## src/rtl/poly_mod_sq_seq_if.sv

```systemverilog
// Job, result and squaring-core channels of poly_mod_sq_seq.
// slave = sequencer side, master = scheduler/core environment side.
interface poly_mod_sq_seq_if #(
  parameter int DAT_W     = 85,
  parameter int ITER_BITS = 32,
  parameter int TAG_BITS  = 4
);
  logic                 i_val;
  logic                 o_rdy;
  logic [DAT_W-1:0]     i_dat;
  logic [ITER_BITS-1:0] i_iter;
  logic [TAG_BITS-1:0]  i_tag;
  logic                 o_val;
  logic                 i_rdy;
  logic [DAT_W-1:0]     o_dat;
  logic [TAG_BITS-1:0]  o_tag;
  logic                 o_core_val;
  logic [DAT_W-1:0]     o_core_dat;
  logic                 i_core_val;
  logic [DAT_W-1:0]     i_core_dat;
  logic                 o_err;

  modport slave (
    input  i_val, i_dat, i_iter, i_tag, i_rdy, i_core_val, i_core_dat,
    output o_rdy, o_val, o_dat, o_tag, o_core_val, o_core_dat, o_err
  );

  modport master (
    output i_val, i_dat, i_iter, i_tag, i_rdy, i_core_val, i_core_dat,
    input  o_rdy, o_val, o_dat, o_tag, o_core_val, o_core_dat, o_err
  );
endinterface

```

## src/rtl/poly_mod_sq_seq.sv

```systemverilog
// Multi-slot x^(2^T) sequencer feeding a fixed-latency redundant-form modular squaring core.
// Define POLY_MOD_SQ_SEQ_STATS_EN to add saturating issue/job counters.
module poly_mod_sq_seq #(
  parameter int WORD_BITS       = 16,
  parameter int NUM_WORDS       = 4,
  parameter int REDUN_WORD_BITS = 1,
  parameter int I_WORD          = NUM_WORDS + 1,
  parameter int COEF_BITS       = WORD_BITS + REDUN_WORD_BITS,
  parameter int CORE_LAT        = 5,
  parameter int NUM_SLOTS       = 4,
  parameter int ITER_BITS       = 32,
  parameter int TAG_BITS        = 4
) (
  input  logic             i_clk,
  input  logic             i_rst,
  poly_mod_sq_seq_if.slave bus
`ifdef POLY_MOD_SQ_SEQ_STATS_EN
  ,
  output logic [47:0]      o_stat_issues,
  output logic [31:0]      o_stat_jobs
`endif
);
  localparam int DAT_W  = I_WORD * COEF_BITS;
  localparam int SLOT_W = (NUM_SLOTS > 1) ? $clog2(NUM_SLOTS) : 1;

  localparam logic [1:0] ST_IDLE = 2'd0;
  localparam logic [1:0] ST_RUN  = 2'd1;
  localparam logic [1:0] ST_DONE = 2'd2;

  typedef struct packed {
    logic [1:0]           st;
    logic                 pend;
    logic [DAT_W-1:0]     dat;
    logic [ITER_BITS-1:0] rem;
    logic [TAG_BITS-1:0]  tag;
  } slot_t;

  slot_t [NUM_SLOTS-1:0]            slot_q, slot_d;
  logic  [CORE_LAT-1:0]             vld_pipe_q, vld_pipe_d;
  logic  [CORE_LAT-1:0]             stale_pipe_q, stale_pipe_d;
  logic  [CORE_LAT-1:0][SLOT_W-1:0] id_pipe_q, id_pipe_d;
  logic                             err_q, err_d;
  logic                             lock_q, lock_d;
  logic  [SLOT_W-1:0]               sel_q, sel_d;

  logic              live, ex_vld, ex_stale, ret_ok, ret_last, fb;
  logic              iss_hit, iss_first, core_val;
  logic              any_idle, any_done, acc, pop, oval;
  logic [SLOT_W-1:0] ex_id, iss_id, acc_id, done_id, out_id;

  always_ff @(posedge i_clk) begin
    if (i_rst) begin
      slot_q       <= '0;
      vld_pipe_q   <= '0;
      stale_pipe_q <= '1;
      id_pipe_q    <= '0;
      err_q        <= 1'b0;
      lock_q       <= 1'b0;
      sel_q        <= '0;
    end else begin
      slot_q       <= slot_d;
      vld_pipe_q   <= vld_pipe_d;
      stale_pipe_q <= stale_pipe_d;
      id_pipe_q    <= id_pipe_d;
      err_q        <= err_d;
      lock_q       <= lock_d;
      sel_q        <= sel_d;
    end
  end

  // Decisions and outputs; everything is gated off during the reset cycle.
  always_comb begin
    live     = ~i_rst;
    ex_vld   = vld_pipe_q[CORE_LAT-1];
    ex_stale = stale_pipe_q[CORE_LAT-1];
    ex_id    = id_pipe_q[CORE_LAT-1];
    ret_ok   = live & ex_vld & bus.i_core_val;
    ret_last = ret_ok && (slot_q[ex_id].rem == ITER_BITS'(1));
    fb       = ret_ok & ~ret_last;
    iss_hit  = 1'b0;
    iss_id   = '0;
    any_idle = 1'b0;
    acc_id   = '0;
    any_done = 1'b0;
    done_id  = '0;
    for (int s = NUM_SLOTS - 1; s >= 0; s--) begin
      if (slot_q[s].st == ST_RUN && slot_q[s].pend) begin
        iss_hit = 1'b1;
        iss_id  = SLOT_W'(s);
      end
      if (slot_q[s].st == ST_IDLE) begin
        any_idle = 1'b1;
        acc_id   = SLOT_W'(s);
      end
      if (slot_q[s].st == ST_DONE) begin
        any_done = 1'b1;
        done_id  = SLOT_W'(s);
      end
    end
    iss_first = live & iss_hit & ~fb;
    core_val  = fb | iss_first;
    // A presented result stays locked until popped, even if a lower slot finishes.
    out_id    = lock_q ? sel_q : done_id;
    oval      = live & (lock_q | any_done);
    acc       = live & any_idle & bus.i_val;
    pop       = oval & bus.i_rdy;

    bus.o_rdy      = live & any_idle;
    bus.o_val      = oval;
    bus.o_dat      = oval ? slot_q[out_id].dat : '0;
    bus.o_tag      = oval ? slot_q[out_id].tag : '0;
    bus.o_core_val = core_val;
    bus.o_core_dat = fb ? bus.i_core_dat : (iss_first ? slot_q[iss_id].dat : '0);
    bus.o_err      = live & err_q;
  end

  always_comb begin
    slot_d = slot_q;
    err_d  = err_q;
    for (int k = CORE_LAT - 1; k > 0; k--) begin
      vld_pipe_d[k]   = vld_pipe_q[k-1];
      stale_pipe_d[k] = stale_pipe_q[k-1];
      id_pipe_d[k]    = id_pipe_q[k-1];
    end
    vld_pipe_d[0]   = core_val;
    stale_pipe_d[0] = 1'b0;
    id_pipe_d[0]    = fb ? ex_id : iss_id;

    // Stale slots cover ops issued before a reset so their late returns are dropped silently.
    if (live && ((ex_vld && !bus.i_core_val) || (!ex_vld && !ex_stale && bus.i_core_val)))
      err_d = 1'b1;

    if (ret_ok) begin
      slot_d[ex_id].dat = bus.i_core_dat;
      slot_d[ex_id].rem = slot_q[ex_id].rem - ITER_BITS'(1);
      if (ret_last) slot_d[ex_id].st = ST_DONE;
    end
    if (iss_first) slot_d[iss_id].pend = 1'b0;
    if (acc) begin
      slot_d[acc_id].st   = (bus.i_iter == '0) ? ST_DONE : ST_RUN;
      slot_d[acc_id].pend = (bus.i_iter != '0);
      slot_d[acc_id].dat  = bus.i_dat;
      slot_d[acc_id].rem  = bus.i_iter;
      slot_d[acc_id].tag  = bus.i_tag;
    end
    if (pop) slot_d[out_id].st = ST_IDLE;

    lock_d = oval & ~bus.i_rdy;
    sel_d  = out_id;
  end

`ifdef POLY_MOD_SQ_SEQ_STATS_EN
  logic [47:0] issues_q, issues_d;
  logic [31:0] jobs_q, jobs_d;

  always_comb begin
    issues_d = issues_q;
    jobs_d   = jobs_q;
    if (core_val && issues_q != '1) issues_d = issues_q + 48'd1;
    if (pop && jobs_q != '1)        jobs_d   = jobs_q + 32'd1;
  end

  always_ff @(posedge i_clk) begin
    if (i_rst) begin
      issues_q <= '0;
      jobs_q   <= '0;
    end else begin
      issues_q <= issues_d;
      jobs_q   <= jobs_d;
    end
  end

  assign o_stat_issues = issues_q;
  assign o_stat_jobs   = jobs_q;
`endif
endmodule

```

## src/flat_wrapper.sv

```systemverilog
// flat-port wrapper written by rule: the top's interface ports become plain ports
module poly_mod_sq_seq_flat 
#(
  parameter int WORD_BITS       = 16,
  parameter int NUM_WORDS       = 4,
  parameter int REDUN_WORD_BITS = 1,
  parameter int I_WORD          = NUM_WORDS + 1,
  parameter int COEF_BITS       = WORD_BITS + REDUN_WORD_BITS,
  parameter int CORE_LAT        = 5,
  parameter int NUM_SLOTS       = 4,
  parameter int ITER_BITS       = 32,
  parameter int TAG_BITS        = 4
)
  (i_clk, i_rst, bus_i_val, bus_i_dat, bus_i_iter, bus_i_tag, bus_i_rdy, bus_i_core_val, bus_i_core_dat, bus_o_rdy, bus_o_val, bus_o_dat, bus_o_tag, bus_o_core_val, bus_o_core_dat, bus_o_err);
  poly_mod_sq_seq_if #(.DAT_W(((5) * (17))), .ITER_BITS(ITER_BITS), .TAG_BITS(TAG_BITS)) bus_i ();
  input  logic i_clk;
  input  logic i_rst;
  input wire logic [$bits(bus_i.i_val)-1:0] bus_i_val;
  input wire logic [$bits(bus_i.i_dat)-1:0] bus_i_dat;
  input wire logic [$bits(bus_i.i_iter)-1:0] bus_i_iter;
  input wire logic [$bits(bus_i.i_tag)-1:0] bus_i_tag;
  input wire logic [$bits(bus_i.i_rdy)-1:0] bus_i_rdy;
  input wire logic [$bits(bus_i.i_core_val)-1:0] bus_i_core_val;
  input wire logic [$bits(bus_i.i_core_dat)-1:0] bus_i_core_dat;
  output wire logic [$bits(bus_i.o_rdy)-1:0] bus_o_rdy;
  output wire logic [$bits(bus_i.o_val)-1:0] bus_o_val;
  output wire logic [$bits(bus_i.o_dat)-1:0] bus_o_dat;
  output wire logic [$bits(bus_i.o_tag)-1:0] bus_o_tag;
  output wire logic [$bits(bus_i.o_core_val)-1:0] bus_o_core_val;
  output wire logic [$bits(bus_i.o_core_dat)-1:0] bus_o_core_dat;
  output wire logic [$bits(bus_i.o_err)-1:0] bus_o_err;
  assign bus_i.i_val = bus_i_val;
  assign bus_i.i_dat = bus_i_dat;
  assign bus_i.i_iter = bus_i_iter;
  assign bus_i.i_tag = bus_i_tag;
  assign bus_i.i_rdy = bus_i_rdy;
  assign bus_i.i_core_val = bus_i_core_val;
  assign bus_i.i_core_dat = bus_i_core_dat;
  assign bus_o_rdy = bus_i.o_rdy;
  assign bus_o_val = bus_i.o_val;
  assign bus_o_dat = bus_i.o_dat;
  assign bus_o_tag = bus_i.o_tag;
  assign bus_o_core_val = bus_i.o_core_val;
  assign bus_o_core_dat = bus_i.o_core_dat;
  assign bus_o_err = bus_i.o_err;
  poly_mod_sq_seq #(.WORD_BITS(WORD_BITS), .NUM_WORDS(NUM_WORDS), .REDUN_WORD_BITS(REDUN_WORD_BITS), .I_WORD(I_WORD), .COEF_BITS(COEF_BITS), .CORE_LAT(CORE_LAT), .NUM_SLOTS(NUM_SLOTS), .ITER_BITS(ITER_BITS), .TAG_BITS(TAG_BITS)) u_core (.i_clk(i_clk), .i_rst(i_rst), .bus(bus_i));
endmodule
```

## config.mk

```make
export PLATFORM = sky130hd
export DESIGN_NAME = poly_mod_sq_seq_flat
export DESIGN_NICKNAME = d
export VERILOG_FILES = /design/src/rtl/poly_mod_sq_seq_if.sv /design/src/rtl/poly_mod_sq_seq.sv /design/src/flat_wrapper.sv
export SDC_FILE = /design/constraint.sdc
export NUM_CORES = 2
export LEC_CHECK = 0
export ABC_AREA = 0
export CORE_MARGIN = 2
export CORE_UTILIZATION = 56
export DETAILED_ROUTE_END_ITERATION = 10
export GPL_ROUTABILITY_DRIVEN = 0
export PLACE_DENSITY = 0.79
export SYNTH_ARGS = -nofsm -noshare
export SYNTH_HDL_FRONTEND = slang
export SYNTH_SLANG_ARGS = --single-unit
```

## constraint.sdc

```tcl
create_clock -name i_clk -period 4.5 [get_ports i_clk]
set_input_delay 0.45 -clock i_clk [delete_from_list [all_inputs] [get_ports i_clk]]
set_output_delay 0.45 -clock i_clk [all_outputs]
set_load 0.01 [all_outputs]
```

# After elaboration in Yosys (flattened, before gate mapping)
# Index checks and enable logic that the tools add are counted.
# Widths: inputs -> output; s select.
# word_totals
register_bits	520
latchBits	0
ram_bits	0
mem_bits_ro	0
inputBits	211
out_inout_bits	178
memories	0
# op_classes
add_sub_neg	1
mul	0
div	0
magnitude_cmp	8
n_eq_ne	9
shifts	0
n_mux	73
n_bitwise	17
reduce_logical	23
# ops
op	n
$bwmux 496	10
$demux 124 s2	10
$mux 496	5
$bmux 124 s2	3
$mux 121	4
$mux 124	3
$mux 85	3
$mux 122	2
$mux 36	3
$eq 32x1->1 const B	1
$logic_not 32->1	1
$reduce_bool 32->1	1
$sub 32x1->32 const B	1
$mux 2	15
$logic_and 1x1->1	13
$mux 1	13
$lt 2x3->1 const B	4
$and 1x1->1	11
$eq 2x1->1 const B	4
$eq 2x2->1 const B	4
$ge 2x1->1 const B	4
$logic_not 2->1	4
$mux 4	2
$not 1->1	4
3 further kinds	6

# Depth between registers and ports, before layout
# logic_depth
ltp_word	20
depth_mapped	17

# Least setup slack after synthesis
# OpenSTA, ideal clock, no wires.
# synth_path
path_type	reg2out
from	register u_core.id_pipe_q, in the netlist u_core.ex_id[0]
to	output port bus_o_core_dat[83]
arrival_ns	3.486
required_ns	4.050
path_slack_ns	0.564
stages_incl_launch_ff	16
cell_sequence	dfxtp_1 > buf_6 > buf_6 > buf_2 > clkbuf_1 > mux4_2 > inv_1 > ha_1 > nor2b_1 > nand4_1 > or3_1 > buf_2 > and2_1 > buf_6 > buf_6 > o31ai_1
# synth_between
elab_chain_len	10
# synth_lines
element	line_no	rtl
start: declaration	poly_mod_sq_seq.sv:41	logic [CORE_LAT-1:0][SLOT_W-1:0] id_pipe_q, id_pipe_d;
start signal: assignment	poly_mod_sq_seq.sv:64	id_pipe_q <= id_pipe_d;
$bmux 124 s2 (*)	poly_mod_sq_seq.sv:78	ret_last = ret_ok && (slot_q[ex_id].rem == ITER_BITS'(1));
$mux 36 (implied by the code) (*)	poly_mod_sq_seq.sv:78	
$eq 32x1->1 (*)	poly_mod_sq_seq.sv:78	
$logic_and 1x1->1 (*)	poly_mod_sq_seq.sv:78	
$not 1->1 (*)	poly_mod_sq_seq.sv:79	fb = ret_ok & ~ret_last;
$and 1x1->1 (*)	poly_mod_sq_seq.sv:79	
$not 1->1	poly_mod_sq_seq.sv:100	iss_first = live & iss_hit & ~fb;
$and 1x1->1	poly_mod_sq_seq.sv:100	
$mux 85	poly_mod_sq_seq.sv:113	bus.o_core_dat = fb ? bus.i_core_dat : (iss_first ? slot_q[iss_id].dat : '0);
$mux 85 (*)	poly_mod_sq_seq.sv:113	
end: declaration	flat_wrapper.sv:30	output wire logic [$bits(bus_i.o_core_dat)-1:0] bus_o_core_dat;
# Mark *: on every way between the ends. The rest lies on a longest branch, timed or not. The select of a mux whose other input is x is not followed.

# Worst setup path after layout
# layout_path
from	register u_core.id_pipe_q, in the netlist u_core.ex_id[0]
to	output port bus_o_core_dat[59]
# The elaborated chain is that of the path after synthesis.

==> metrics.json <==
{
  "status": "completed",
  "layout_nets": 4395,
  "grt_pass1_vias": 30700,
  "vdd_ir_drop_max_mv": 0.305,
  "route.vias.total": 33100,
  "synth_largest_type_area_fraction": 0.353,
  "synth_enable_flop_cells": 0,
  "asyncSetResetFlopFracSynth": 0,
  "internal_power_mw": 8.26,
  "floorplan.io_pins": 389,
  "final_layout_size_suffix_gt1_frac": 0.0953,
  "power_leakage_nw": 13.7,
  "cp-start-kind": "flop",
  "cts.clk_slew.worst_paths_ns": 0.07,
  "yosysTopAreaCell": "sky130_fd_sc_hd__dfxtp_1",
  "critPathTopFamily": "simple AND/OR/NAND/NOR gates",
  "port-buffer-count": 388,
  "synth_cells": 4012,
  "synth.cell_area_mm2": 0.0295,
  "power.switching_fraction": 0.271,
  "drt_iter0_markers": 4822,
  "worst_skew_pair.late_latency_ns": 0.65,
  "cts-root-to-sink-buffers": 3,
  "first_pass_iteration_count_of_the_detailed_router": 9,
  "synth_top_flop_cell": "sky130_fd_sc_hd__dfxtp_1",
  "htreeDepth": 2,
  "power_switching_mw": 3.07,
  "met2WireLength_um": 51100,
  "antenna_found_initial": 9,
  "yosys_warnings": 0,
  "p_per_area_mw_per_mm2": 314,
  "starting_density_of_the_core": 0.564,
  "detailroute.wirelength.met3_um": 16800,
  "standard_cell_with_the_maximum_stage_delay_on_the_critical_path": "sky130_fd_sc_hd__or4_4",
  "post_route_clock_skew_ns": 0.0371,
  "detailedPlacementHpwl_um": 67400,
  "worst_slew_margin_rel": 0.193,
  "grt_pass1_wl_um": 175000,
  "mostFrequentLayoutCell": "sky130_fd_sc_hd__nand2_1",
  "worst-path-buf-inv": 4,
  "overflow": 0,
  "final_critical_path_required_period_ns": 4.46,
  "placed_cells_incl_taps": 4778,
  "synthDistinctLibCells": 61,
  "areaGrowthSynthToFinish_pct": 22.6,
  "instances_no_fill": 4923,
  "cap_viol_max_count": 0,
  "max_transition_viols_final": 0,
  "synth_seq_cells": 520,
  "max_freq_mhz": 224,
  "combPwrFrac": 0.132,
  "detail_route.vias_per_cell": 6.73,
  "synth_top_family_by_area": "simple AND/OR/NAND/NOR gates",
  "cts_inserted_buffers": 56,
  "post_synth_fa_ha_maj_area_fraction": 0.000850,
  "clock_power_share": 0.439,
  "min-delay-path-class": "primary input to flop",
  "detail_route.wirelength_um": 117000,
  "seq_area_frac_synth": 0.353,
  "critPathRequiredTime_ns": 4.05,
  "width_of_the_die_um": 233,
  "top_layer_used": "met5",
  "final_antenna_net_count": 0,
  "cp_data_arrival_time_ns": 4.01,
  "finalHoldViolations": 0,
  "cts_tree": "built",
  "setup_violations": 0,
  "min_period_over_period": 0.992,
  "critical_path.endpoint_type": "primary output",
  "std_cell_rows": 84,
  "synth_area_in_compound_gates": 0.208,
  "synth.avg_cell_area_um2": 7.34,
  "synth_xor_xnor_area_share": 0.00862,
  "wl_met1_um": 43000,
  "crit_fanout": 25,
  "synth_area_leaders": "sky130_fd_sc_hd__dfxtp_1 35%, sky130_fd_sc_hd__nand2_1 16%, sky130_fd_sc_hd__mux4_2 9.3%",
  "syn_nets": 4225,
  "synthSimpleGateAreaFrac": 0.284,
  "worst_setup_path_category": "flop to primary output",
  "setup-tns-final_ns": 0,
  "timing_worst_slew_pin_value_ns": 1.21,
  "globalRouteTotalUtil": 0.411,
  "layout_common_cells": "1262 x sky130_fd_sc_hd__nand2_1, 518 x sky130_fd_sc_hd__dfxtp_1, 460 x sky130_fd_sc_hd__nor2_1, 341 x sky130_fd_sc_hd__a21oi_1, 302 x sky130_fd_sc_hd__clkdlybuf4s50_1",
  "cell_chain_of_the_critical_path": "buf_8, mux4_2, or3_4, or4_4, or3_4, and2_4, buf_12, buf_16, nand2_1, nand2_1, clkdlybuf4s15_1",
  "critical-path-max-stage-delay_ns": 0.55,
  "power_frac_seq": 0.429,
  "drc": 0,
  "ctsRootBufferMaster": "sky130_fd_sc_hd__clkbuf_16",
  "dieHeight_um": 233,
  "muxShareOfSynthArea": 0.0936,
  "core_region_area_mm2": 0.0522,
  "post_dr_wirelength_cell_um": 23.8,
  "clock-sinks": 520,
  "die-area_mm2": 0.0544,
  "grt_max_degree": 178
}
## flip-flops by register name, summed over array words and instances (netlist names), named ones only
name / cells
u_core.slot_q: 480
u_core.id_pipe_d: 8
u_core.sel_q: 2
u_core.lock_q: 1
u_core.ex_id: 2
u_core.vld_pipe_q: 5
u_core.err_q: 1
u_core.stale_pipe_q: 5
## synth_stat cells (4+ instances only)
| cell type | n |
|---|---|
| sky130_fd_sc_hd__nand2_1 | 1264 |
| sky130_fd_sc_hd__dfxtp_1 | 520 |
| sky130_fd_sc_hd__nor2_1 | 461 |
| sky130_fd_sc_hd__clkbuf_1 | 356 |
| sky130_fd_sc_hd__a21oi_1 | 342 |
| sky130_fd_sc_hd__a311oi_1 | 255 |
| sky130_fd_sc_hd__mux4_2 | 121 |
| sky130_fd_sc_hd__nand3_1 | 116 |
| sky130_fd_sc_hd__and2_1 | 90 |
| sky130_fd_sc_hd__o21ai_0 | 88 |
| sky130_fd_sc_hd__o2111ai_1 | 84 |
| sky130_fd_sc_hd__buf_1 | 21 |
| sky130_fd_sc_hd__xor2_1 | 21 |
| sky130_fd_sc_hd__nor3_1 | 20 |
| sky130_fd_sc_hd__nor4_1 | 20 |
| sky130_fd_sc_hd__a211oi_1 | 19 |
| sky130_fd_sc_hd__nor2b_1 | 19 |
| sky130_fd_sc_hd__a31oi_1 | 17 |
| sky130_fd_sc_hd__o211ai_1 | 17 |
| sky130_fd_sc_hd__a21o_1 | 15 |
| sky130_fd_sc_hd__o31ai_1 | 12 |
| sky130_fd_sc_hd__a22o_1 | 10 |
| sky130_fd_sc_hd__or2_2 | 10 |
| sky130_fd_sc_hd__o22ai_1 | 9 |
| sky130_fd_sc_hd__or3_1 | 9 |
| sky130_fd_sc_hd__xnor2_1 | 8 |
| sky130_fd_sc_hd__inv_1 | 7 |
| sky130_fd_sc_hd__nand3b_1 | 7 |
| sky130_fd_sc_hd__and3_1 | 5 |
| sky130_fd_sc_hd__buf_6 | 5 |
| sky130_fd_sc_hd__nand2b_1 | 5 |
| sky130_fd_sc_hd__a2111oi_0 | 4 |
| sky130_fd_sc_hd__a32oi_1 | 4 |
| sky130_fd_sc_hd__buf_2 | 4 |
| sky130_fd_sc_hd__nand4_1 | 4 |
| sky130_fd_sc_hd__nor4_2 | 4 |
## cell type report
cell class	count	area [um2]
diodes	8	20.0
multi-input cells	3102	17800
repair buffers	495	5060
clock inverters	27	362
flip-flops and latches	520	10400
fillers	4305	16100
well taps	688	861
clock buffers	76	1600
inverters	7	26.3
## stage by stage
step	total power [mW]	worst slack, ns	hold WS (ns)	utilization	cell area (um2)
floorplan	5.73	0.564	0.389	-	29500
global placement	6.36	0.318	0.390	0.645	33700
detailed placement	6.37	0.267	0.395	0.645	33700
CTS	11.3	-0.125	0.153	0.685	35800
global route	11.6	-0.0377	0.173	0.691	36100
finish	11.3	0.0372	0.161	0.691	36100
## worst register-to-register path: stages (launching register included)
cell and delay, ns:
sky130_fd_sc_hd__dfxtp_4 0.41, sky130_fd_sc_hd__buf_4 0.15, sky130_fd_sc_hd__buf_16 0.16, sky130_fd_sc_hd__mux4_2 0.58, sky130_fd_sc_hd__nor4_4 0.32, sky130_fd_sc_hd__buf_4 0.17, sky130_fd_sc_hd__nand4_1 0.56, sky130_fd_sc_hd__nor4_1 0.62
sky130_fd_sc_hd__xor2_1 0.35, sky130_fd_sc_hd__nor2_1 0.09, sky130_fd_sc_hd__o22ai_1 0.16
## metal layers
layer / up-vias / track usage
li1: 14500 / -
met1: 15500 / 0.533
met2: 2704 / 0.617
met3: 493 / 0.119
met4: 8 / 0.222
met5: - / 0
## power groups by stage
stage	registers [mW]	clock network (mW)	logic [mW]
after floorplan	4.92	0	0.816
after global placement	4.96	0	1.41
after detailed placement	4.96	0	1.42
after CTS	4.85	4.97	1.43
after global routing	4.87	5.16	1.58
final	4.86	4.97	1.49
## cells by family (layout without fill, tap and decap cells)
group	after synthesis	in the layout
other	0	8
and+or+nand+nor	2043	2046
AOI/OAI and AO/OA	901	901
muxes	124	124
DFF	520	520
adders and majority gates	2	2
buffers and inverters	393	605
xor gates and xnor gates	29	29
## path summary, 6_finish.rpt
path / start / endpoint / slack [ns] / cells after the start
min reg2reg: u_core.stale_pipe_q[1]$_SDFF_PP1_ / u_core.stale_pipe_q[2]$_SDFF_PP1_ / 0.41 / 1
max reg2reg: u_core.ex_id[0]$_SDFF_PP0_ / u_core.slot_q[26]$_SDFF_PP0_ / 0.84 / 10
min: i_rst / u_core.stale_pipe_q[0]$_DFF_P_ / 0.16 / 1
max: u_core.ex_id[0]$_SDFF_PP0_ / bus_o_core_dat[59] / 0.04 / 11
## what timing repair did
item                       in CTS  in global routing
setup buffers                  10                 16
cloned                          4                  4
hold buffers                    0                  0
resized for setup              53                117
pin swaps                       2                  3
setup endpoints to repair      86                 76
(Power assumes the default switching activity.)
